[config.mk]
export PLATFORM = sky130hd
export DESIGN_NAME = dual_bus_arbiter_flat
export DESIGN_NICKNAME = d
export VERILOG_FILES = /design/src/rtl/dual_bus_arbiter_if.sv /design/src/rtl/dual_bus_arbiter.sv /design/src/flat_wrapper.sv
export SDC_FILE = /design/constraint.sdc
export NUM_CORES = 1
export LEC_CHECK = 0
export CAP_MARGIN = 10
export CORE_ASPECT_RATIO = 1.75
export CORE_MARGIN = 2
export CORE_UTILIZATION = 30
export DETAILED_ROUTE_END_ITERATION = 8
export PLACE_DENSITY = 0.5
export SLEW_MARGIN = 0
export SYNTH_ARGS = -nofsm -noshare
export SYNTH_HDL_FRONTEND = slang
export SYNTH_SLANG_ARGS = --single-unit
[constraint.sdc]
create_clock -name clock -period 3.45 [get_ports clock]
set_clock_uncertainty 0.05 [all_clocks]
set_input_delay 0.345 -clock clock [delete_from_list [all_inputs] [get_ports clock]]
set_output_delay 0.345 -clock clock [all_outputs]
set_load 0.005 [all_outputs]
[src/rtl/dual_bus_arbiter_if.sv]
// Request/grant bundle between the per-core bus submodules and the central
// Data/Instruction bus arbiter.
interface dual_bus_arbiter_if #(
    parameter int N_CORES = 4
);
    localparam int OW = $clog2(N_CORES);

    logic [N_CORES-1:0] D_Bus_RQ;
    logic [N_CORES-1:0] I_Bus_RQ;
    logic               Bus_DataMem_Ready;
    logic               Bus_InstMem_Ready;
    logic [N_CORES-1:0] D_Bus_GRANT;
    logic [N_CORES-1:0] I_Bus_GRANT;
    logic [OW-1:0]      D_Bus_Owner;
    logic [OW-1:0]      I_Bus_Owner;
    logic               D_Bus_Busy;
    logic               I_Bus_Busy;
    logic               D_Bus_Timeout;
    logic               I_Bus_Timeout;

    // Arbiter side.
    modport master (
        input  D_Bus_RQ, I_Bus_RQ, Bus_DataMem_Ready, Bus_InstMem_Ready,
        output D_Bus_GRANT, I_Bus_GRANT, D_Bus_Owner, I_Bus_Owner,
        output D_Bus_Busy, I_Bus_Busy, D_Bus_Timeout, I_Bus_Timeout
    );

    // Requesting cores and memory side.
    modport slave (
        output D_Bus_RQ, I_Bus_RQ, Bus_DataMem_Ready, Bus_InstMem_Ready,
        input  D_Bus_GRANT, I_Bus_GRANT, D_Bus_Owner, I_Bus_Owner,
        input  D_Bus_Busy, I_Bus_Busy, D_Bus_Timeout, I_Bus_Timeout
    );
endinterface

[src/rtl/dual_bus_arbiter.sv]
// Round-robin arbiter for the shared Data and Instruction buses, one FSM per bus
// with a forced dead cycle between owners. ARB_TIMEOUT_EN adds grant revocation.

module dual_bus_arbiter_fsm #(
    parameter int N_CORES  = 4,
    parameter int HOLD_MAX = 255
) (
    input  logic                         clock,
    input  logic                         reset_n,
    input  logic [N_CORES-1:0]           rq,
    input  logic                         ready,
    output logic [N_CORES-1:0]           grant,
    output logic [$clog2(N_CORES)-1:0]   owner,
    output logic                         busy,
    output logic                         timeout
);
    localparam int OW = $clog2(N_CORES);

    typedef enum logic [1:0] {
        IDLE  = 2'd0,
        GRANT = 2'd1,
        TURN  = 2'd2
    } state_t;

    state_t             state, state_n;
    logic [OW-1:0]      ptr, ptr_n, owner_n, owner_inc, pick;
    logic [N_CORES-1:0] grant_n;
    logic               busy_n, found;

`ifdef ARB_TIMEOUT_EN
    localparam int HOLD_W = $clog2(HOLD_MAX + 1);
    logic [HOLD_W-1:0] hold, hold_n;
    logic              timeout_n;
`else
    // Ready only matters for the revocation counter.
    logic unused_ready;
    assign unused_ready = ready & (HOLD_MAX > 0);
    assign timeout      = 1'b0;
`endif

    // First requester at or after ptr, wrapping modulo N_CORES.
    always_comb begin
        int slot;
        slot  = 0;
        found = 1'b0;
        pick  = '0;
        for (int i = 0; i < N_CORES; i++) begin
            slot = int'(ptr) + i;
            if (slot >= N_CORES) slot -= N_CORES;
            if (!found && rq[slot[OW-1:0]]) begin
                found = 1'b1;
                pick  = slot[OW-1:0];
            end
        end
    end

    assign owner_inc = (owner == OW'(N_CORES - 1)) ? '0 : owner + 1'b1;

    // NOTE: every signal gets a default before the case so no latch is inferred.
    always_comb begin
        state_n   = state;
        ptr_n     = ptr;
        owner_n   = owner;
        grant_n   = '0;
        busy_n    = 1'b0;
`ifdef ARB_TIMEOUT_EN
        hold_n    = hold;
        timeout_n = 1'b0;
`endif
        unique case (state)
            IDLE, TURN: begin
                state_n = IDLE;
                if (found) begin
                    state_n       = GRANT;
                    owner_n       = pick;
                    grant_n[pick] = 1'b1;
                    busy_n        = 1'b1;
`ifdef ARB_TIMEOUT_EN
                    hold_n        = '0;
`endif
                end
            end
            GRANT: begin
                if (!rq[owner]) begin
                    state_n = TURN;
                    ptr_n   = owner_inc;
                end
`ifdef ARB_TIMEOUT_EN
                else if (!ready && hold == HOLD_W'(HOLD_MAX)) begin
                    state_n   = TURN;
                    ptr_n     = owner_inc;
                    timeout_n = 1'b1;
                end
`endif
                else begin
                    grant_n[owner] = 1'b1;
                    busy_n         = 1'b1;
`ifdef ARB_TIMEOUT_EN
                    hold_n         = ready ? '0 : hold + 1'b1;
`endif
                end
            end
            default: state_n = IDLE;
        endcase
    end

    // NOTE: registered state uses non-blocking assignments only.
    always_ff @(posedge clock) begin
        if (!reset_n) begin
            state   <= IDLE;
            ptr     <= '0;
            owner   <= '0;
            grant   <= '0;
            busy    <= 1'b0;
`ifdef ARB_TIMEOUT_EN
            hold    <= '0;
            timeout <= 1'b0;
`endif
        end else begin
            state   <= state_n;
            ptr     <= ptr_n;
            owner   <= owner_n;
            grant   <= grant_n;
            busy    <= busy_n;
`ifdef ARB_TIMEOUT_EN
            hold    <= hold_n;
            timeout <= timeout_n;
`endif
        end
    end

    // A grant may only persist or drop to zero; a new owner never follows directly.
    a_onehot: assert property (@(posedge clock) disable iff (!reset_n) $onehot0(grant));
    a_dead_cycle: assert property (@(posedge clock) disable iff (!reset_n)
        (|grant) |=> ((grant == $past(grant)) || (grant == '0)));
    a_busy: assert property (@(posedge clock) busy == (|grant));
endmodule

module dual_bus_arbiter #(
    parameter int N_CORES  = 4,
    parameter int HOLD_MAX = 255
) (
    input  logic                clock,
    input  logic                reset_n,
    dual_bus_arbiter_if.master  bus
);
    dual_bus_arbiter_fsm #(
        .N_CORES  (N_CORES),
        .HOLD_MAX (HOLD_MAX)
    ) u_d_bus (
        .clock   (clock),
        .reset_n (reset_n),
        .rq      (bus.D_Bus_RQ),
        .ready   (bus.Bus_DataMem_Ready),
        .grant   (bus.D_Bus_GRANT),
        .owner   (bus.D_Bus_Owner),
        .busy    (bus.D_Bus_Busy),
        .timeout (bus.D_Bus_Timeout)
    );

    dual_bus_arbiter_fsm #(
        .N_CORES  (N_CORES),
        .HOLD_MAX (HOLD_MAX)
    ) u_i_bus (
        .clock   (clock),
        .reset_n (reset_n),
        .rq      (bus.I_Bus_RQ),
        .ready   (bus.Bus_InstMem_Ready),
        .grant   (bus.I_Bus_GRANT),
        .owner   (bus.I_Bus_Owner),
        .busy    (bus.I_Bus_Busy),
        .timeout (bus.I_Bus_Timeout)
    );
endmodule
[src/flat_wrapper.sv]
// flat-port wrapper written by rule: the top's interface ports become plain ports
module dual_bus_arbiter_flat 
#(
    parameter int N_CORES  = 4,
    parameter int HOLD_MAX = 255
)
  (clock, reset_n, bus_D_Bus_RQ, bus_I_Bus_RQ, bus_Bus_DataMem_Ready, bus_Bus_InstMem_Ready, bus_D_Bus_GRANT, bus_I_Bus_GRANT, bus_D_Bus_Owner, bus_I_Bus_Owner, bus_D_Bus_Busy, bus_I_Bus_Busy, bus_D_Bus_Timeout, bus_I_Bus_Timeout);
  dual_bus_arbiter_if #(.N_CORES(N_CORES)) bus_i ();
  input  logic clock;
  input  logic reset_n;
  input wire logic [$bits(bus_i.D_Bus_RQ)-1:0] bus_D_Bus_RQ;
  input wire logic [$bits(bus_i.I_Bus_RQ)-1:0] bus_I_Bus_RQ;
  input wire logic [$bits(bus_i.Bus_DataMem_Ready)-1:0] bus_Bus_DataMem_Ready;
  input wire logic [$bits(bus_i.Bus_InstMem_Ready)-1:0] bus_Bus_InstMem_Ready;
  output wire logic [$bits(bus_i.D_Bus_GRANT)-1:0] bus_D_Bus_GRANT;
  output wire logic [$bits(bus_i.I_Bus_GRANT)-1:0] bus_I_Bus_GRANT;
  output wire logic [$bits(bus_i.D_Bus_Owner)-1:0] bus_D_Bus_Owner;
  output wire logic [$bits(bus_i.I_Bus_Owner)-1:0] bus_I_Bus_Owner;
  output wire logic [$bits(bus_i.D_Bus_Busy)-1:0] bus_D_Bus_Busy;
  output wire logic [$bits(bus_i.I_Bus_Busy)-1:0] bus_I_Bus_Busy;
  output wire logic [$bits(bus_i.D_Bus_Timeout)-1:0] bus_D_Bus_Timeout;
  output wire logic [$bits(bus_i.I_Bus_Timeout)-1:0] bus_I_Bus_Timeout;
  assign bus_i.D_Bus_RQ = bus_D_Bus_RQ;
  assign bus_i.I_Bus_RQ = bus_I_Bus_RQ;
  assign bus_i.Bus_DataMem_Ready = bus_Bus_DataMem_Ready;
  assign bus_i.Bus_InstMem_Ready = bus_Bus_InstMem_Ready;
  assign bus_D_Bus_GRANT = bus_i.D_Bus_GRANT;
  assign bus_I_Bus_GRANT = bus_i.I_Bus_GRANT;
  assign bus_D_Bus_Owner = bus_i.D_Bus_Owner;
  assign bus_I_Bus_Owner = bus_i.I_Bus_Owner;
  assign bus_D_Bus_Busy = bus_i.D_Bus_Busy;
  assign bus_I_Bus_Busy = bus_i.I_Bus_Busy;
  assign bus_D_Bus_Timeout = bus_i.D_Bus_Timeout;
  assign bus_I_Bus_Timeout = bus_i.I_Bus_Timeout;
  dual_bus_arbiter #(.N_CORES(N_CORES), .HOLD_MAX(HOLD_MAX)) u_core (.clock(clock), .reset_n(reset_n), .bus(bus_i));
endmodule
Yosys cells after proc, flatten, opt, wreduce, memory -nomap -nowiden. Cells that the tools add are included.

Multiplexer cells: 72. Eq/ne operators: 8. Reduce and logical (&&, ||, !) cells: 24. $add $sub $neg: 16. Bitwise gates (word level): 2. Magnitude comparators: 24.

Operators with widths (number): $mux 2 (20); $lt 2x3->1 const B (12); $mux 1 (28); $bmux 1 s2 (10); $ge 3x3->1 const B (6); $mux 4 (4); $pmux 4 s2 (2); $sub 2x1->2 const B (8); $add 2x2->3 const B (4); $logic_and 1x1->1 (10); $demux 1 s2 (4); $eq 2x2->1 const B (4); $ge 2x1->1 const B (4); $pmux 2 s2 (2); $reduce_and 2->1 (4); $add 2x1->3 const B (2); $ge 2x3->1 const B (2); $logic_not 1->1 (6); $add 2x1->2 const B (2); $eq 2x1->1 const B (2); $logic_not 2->1 (2); $ne 2x2->1 const B (2); $pmux 1 s2 (2); $reduce_or 2->1 (2); $not 1->1 (2).

Output and inout bits: 16. Word-level logic and storage cells: 156. Flip-flop bits (word level): 22. Input port bits: 12.

Depth between registers and ports, before layout.
Depth after elaboration: 20. Mapped depth: 5.

Cells and area by module. From an unflattened synthesis, not the netlist that was laid out.

Cells, all modules: 122. Area, all modules: 1154.9 um2.

Modules (own cells, without submodules): dual_bus_arbiter_fsm at u_core.u_d_bus (cells each 60, area an instance 579.3 um2, sequential area each 220.2 um2, instances 1); dual_bus_arbiter_fsm at u_core.u_i_bus (cells each 62, area an instance 575.6 um2, sequential area each 220.2 um2, instances 1).

Worst setup path after synthesis. No wires, ideal clock.

Path kind: reg-to-reg. Start: register u_core.u_i_bus.owner[0]. End: register u_core.u_i_bus.grant[0]. Library setup time: 0.117 ns. Data arrival time: 1.395 ns. Setup slack: 1.888 ns. Required time: 3.283 ns. Clock period less this slack: 1.562 ns. Cell stages (with the launch flop): 5. Path through: dfxtp_1 > mux4_2 > nand3b_1 > nor2_2 > a32o_1.

Longest elaborated chain between the ends: 6. Elaborated cells on any way between the ends: 9. Those cells by class: order compare (2); mux (6); reduce/logical (1).

Ends and longest elaborated chain: start, declared (line dual_bus_arbiter.sv:13) `output logic [$clog2(N_CORES)-1:0] owner,`; start signal, assigned (line dual_bus_arbiter.sv:122) `owner <= owner_n;`; $lt 2x3->1 (implied by the code) or $ge 2x1->1 (tied branches) (line dual_bus_arbiter.sv:96) `grant_n[owner] = 1'b1;`; $logic_and 1x1->1 (implied by the code) (line dual_bus_arbiter.sv:96); $mux 1 (implied by the code) (line dual_bus_arbiter.sv:96); $demux 1 s2 (line dual_bus_arbiter.sv:96); $mux 4 * (line dual_bus_arbiter.sv:84) `if (!rq[owner]) begin`; $pmux 4 s2 * (line dual_bus_arbiter.sv:70) `unique case (state)`; end signal, assigned (line dual_bus_arbiter.sv:123) `grant <= grant_n;`; end, declared (line dual_bus_arbiter.sv:12) `output logic [N_CORES-1:0] grant,`.

Every way passes the cells marked *; elsewhere a longest branch is shown, timed or not. The select of a mux whose other input is x is not followed. A chain may end at the register's enable or synchronous reset.

==> impl_metrics.yaml <==
logic_synthesis:
  synth_edf_count: 0
  syn_avg_cell_area_sq_um: 9.44
  syn-instance-count: 121
  syn-cell-area_sq_um: 1140
  yosys.area.top_type: "dfxtp_1"
  synth_top_cell_area_share_pct: 38.6
  ys_types: 40
  synth-main-ff-cell: "dfxtp_1"
  synth-seq-cells: 22
  synth_seq_area_share_pct: 38.6
  synth.area.top_cells: "dfxtp_1 (39%), ha_1 (8.8%), a32o_1 (7.0%)"
  async_flop_share_pct: 0
  yosysWarnings: 0
placed_design:
  io_buffer_count: 23
  place_hpwl_um: 2180
  gp_congestion: 0.776
  dp_slack_ns: 1.16
  placed_cells: 186
  dpl_cell_area_sq_um: 1400
layout:
  fin_area_sq_um: 1470
  final_cell_mix: "clkdlybuf4s50_1 (23), dfxtp_1 (22), a21oi_1 (10)"
  syn_to_final_growth_pct: 28.4
  layout.cells.non_filler: 190
  drive_gt1_share_pct: 8.33
  num_antenna_cells: 0
  fin_nets: 165
  layout_commonest_cell: "clkdlybuf4s50_1"
floorplan:
  ios: 28
  dieWidth_um: 50.6
  core_region_area_sq_um: 3630
  rows: 29
  die_area_sq_um: 4340
  start_util_pct: 31.5
  die_h_um: 85.6
drt:
  drc: 0
  drt_iter0_markers: 8
  wire_per_inst_um: 14.2
  wl_um: 2700
  dr_total_vias: 977
  viasPerCell: 5.14
  drt_first_pass_iters: 4
  antenna_left: 0
timing:
  finalSetupTns_ns: 0
  slew_viol_final: 0
  rsz0062_at_grt: "false"
  timing.fmax_mhz: 501
  setup-violations-final: 0
  worst_pin_slew_ns: 0.594
  hold_violations: 0
  worst_slack_ns: 1.45
  period_minus_slack_ns: 2.00
  fin_crit_sh_pct: 57.9
  max-slew-margin-rel_pct: 60.1
critical_path:
  worstReg2RegEnd: "u_core.u_i_bus.grant[1]"
  critPathRequiredTime_ns: 3.60
  critPathBufInv: 2
  r2r-start: "u_core.u_i_bus.owner[0]"
  ff2ff_setup_slack_ns: 1.71
  critPathLaunchType: "input port"
  path_class: "input port to flop"
  worst-r2r-cell-count: 4
  critPathArrivalTime_ns: 2.15
  crit_path_end: "u_core.u_i_bus.grant[1]"
  worst-path-stages: 4
  crit_path_end_kind: "flop"
  crit_slowest_cell: "clkdlybuf4s50_1"
  critPathMaxFanout: 12
  startpoint: "reset_n"
  max_stage_delay_ns: 0.71
  path_delay_family: "buffers and inverters"
  path_cells: "clkdlybuf4s50_1 -> inv_1 -> nor3_1 -> a32o_1"
worst_hold_path:
  hp-class: "flop to flop"
global_routing:
  grt_pass1_vias: 955
  grt_antenna_before_repair: 0
  grt_first_pass_wirelength_um: 4400
  grt_max_degree: 14
  grt_overflow: 0
  track_usage_pct: 13.5
power_and_ir_drop:
  leakage_nw: 0.544
  ir_worst_vdd_v: 0.000203
  pwr-share-seq_pct: 43.8
  p_int_w: 0.000500
  combPwrFrac_pct: 20.3
  switching_power_w: 0.000166
  netSwitchingFraction_pct: 25.0
  power_density_nw_per_um2: 455
  clockPowerShare_pct: 35.9
clock_network:
  cts_tree: "built"
  cts_resized: 0
  clk_path_buf_depth: 2
  htreeDepth: 1
  holdBufCountCts: 0
  ctsRootBufferMaster: "clkbuf_8"
  postCtsSetupBuffers: 0
  clk_pin_slew_ns: 0.08
  cts.sinks: 22
  insertion_delay_ns: 0.26
  cts_made_buffers: 3
run_status:
  status: "finished clean"
flow_run:
  drv_cap: 0
-- cell type report --
class	instances	area, sq um
Inverter	9	33.8
Multi-Input combinational cell	86	633
Timing Repair Buffer	23	230
Clock buffer	3	41.3
Sequential cell	22	440
Fill cell	405	2160
Tap cell	46	57.6
Clock inverter	1	30.0
-- synth_stat cells (4+ instances only) --
master and count:
dfxtp_1 22, a21oi_1 10, inv_1 9, nor2_1 9, a32o_1 8, ha_1 8, nand2_1 6, o21ai_0 5
nand3_1 4
-- metal layers --
layer  GRT usage, %  share of wire [%]  vias to the layer above
li1               -                  -                      484
met1           12.5                 35                      462
met2           27.2                 59                       25
met3           2.26                3.7                        6
met4           5.90                1.7                        0
met5              0                  0                        -
-- sequential cells by signal, indices dropped and copies added, names as in the netlist --
register,cells
u_core.u_d_bus.grant,4
u_core.u_i_bus.owner,2
u_core.u_i_bus.busy,1
u_core.u_i_bus.grant,4
u_core.u_d_bus.state,2
u_core.u_i_bus.ptr,2
u_core.u_d_bus.busy,1
u_core.u_i_bus.state,2
u_core.u_d_bus.owner,2
u_core.u_d_bus.ptr,2
-- worst min-delay path by stage --
stage / start / endpoint / slack, ns / cells after the start
after floorplan: u_core.u_d_bus.ptr[0] / u_core.u_d_bus.ptr[0] / 0.42 / 2
after global placement: u_core.u_d_bus.ptr[0] / u_core.u_d_bus.ptr[0] / 0.45 / 2
after detailed placement: u_core.u_d_bus.ptr[0] / u_core.u_d_bus.ptr[0] / 0.45 / 2
after CTS: u_core.u_d_bus.ptr[0] / u_core.u_d_bus.ptr[0] / 0.46 / 2
after global routing: u_core.u_d_bus.ptr[0] / u_core.u_d_bus.ptr[0] / 0.51 / 2
final: u_core.u_d_bus.ptr[0] / u_core.u_d_bus.ptr[0] / 0.45 / 2
-- power by group through the flow --
stage	registers, W	clock network (W)	logic [W]
detailed placement	0.000298	0	0.000137
floorplan	0.000295	0	0.0000783
global placement	0.000298	0	0.000135
finish	0.000292	0.000239	0.000136
CTS	0.000292	0.000247	0.000138
global route	0.000295	0.000261	0.000151
-- tightest hold or removal path: cells and delay by family (launching register included) --
kind             cells  cell delay, ns
flip-flops           1            0.34
AND/OR/NAND/NOR      1            0.06
AO/OA/AOI/OAI        1            0.06
-- stage by stage --
step / hold WS [ns] / total power [W] / util, %
after floorplan: 0.420 / 0.000373 / -
after global placement: 0.446 / 0.000433 / 38.4
after detailed placement: 0.450 / 0.000435 / 38.4
after CTS: 0.461 / 0.000678 / 40.4
after global routing: 0.508 / 0.000707 / 40.4
final: 0.454 / 0.000667 / 40.4
-- logic make-up after synthesis --
| family | Yosys count | share of synthesized area [%] |
|---|---|---|
| AOI/OAI and AO/OA | 35 | 22.2 |
| adders and majority gates | 8 | 8.76 |
| buffers and inverters | 14 | 6.35 |
| DFF | 22 | 38.6 |
| muxes | 3 | 4.82 |
| other | 1 | 0.328 |
| and+or+nand+nor | 38 | 18.9 |
(Power assumes the default switching activity.)
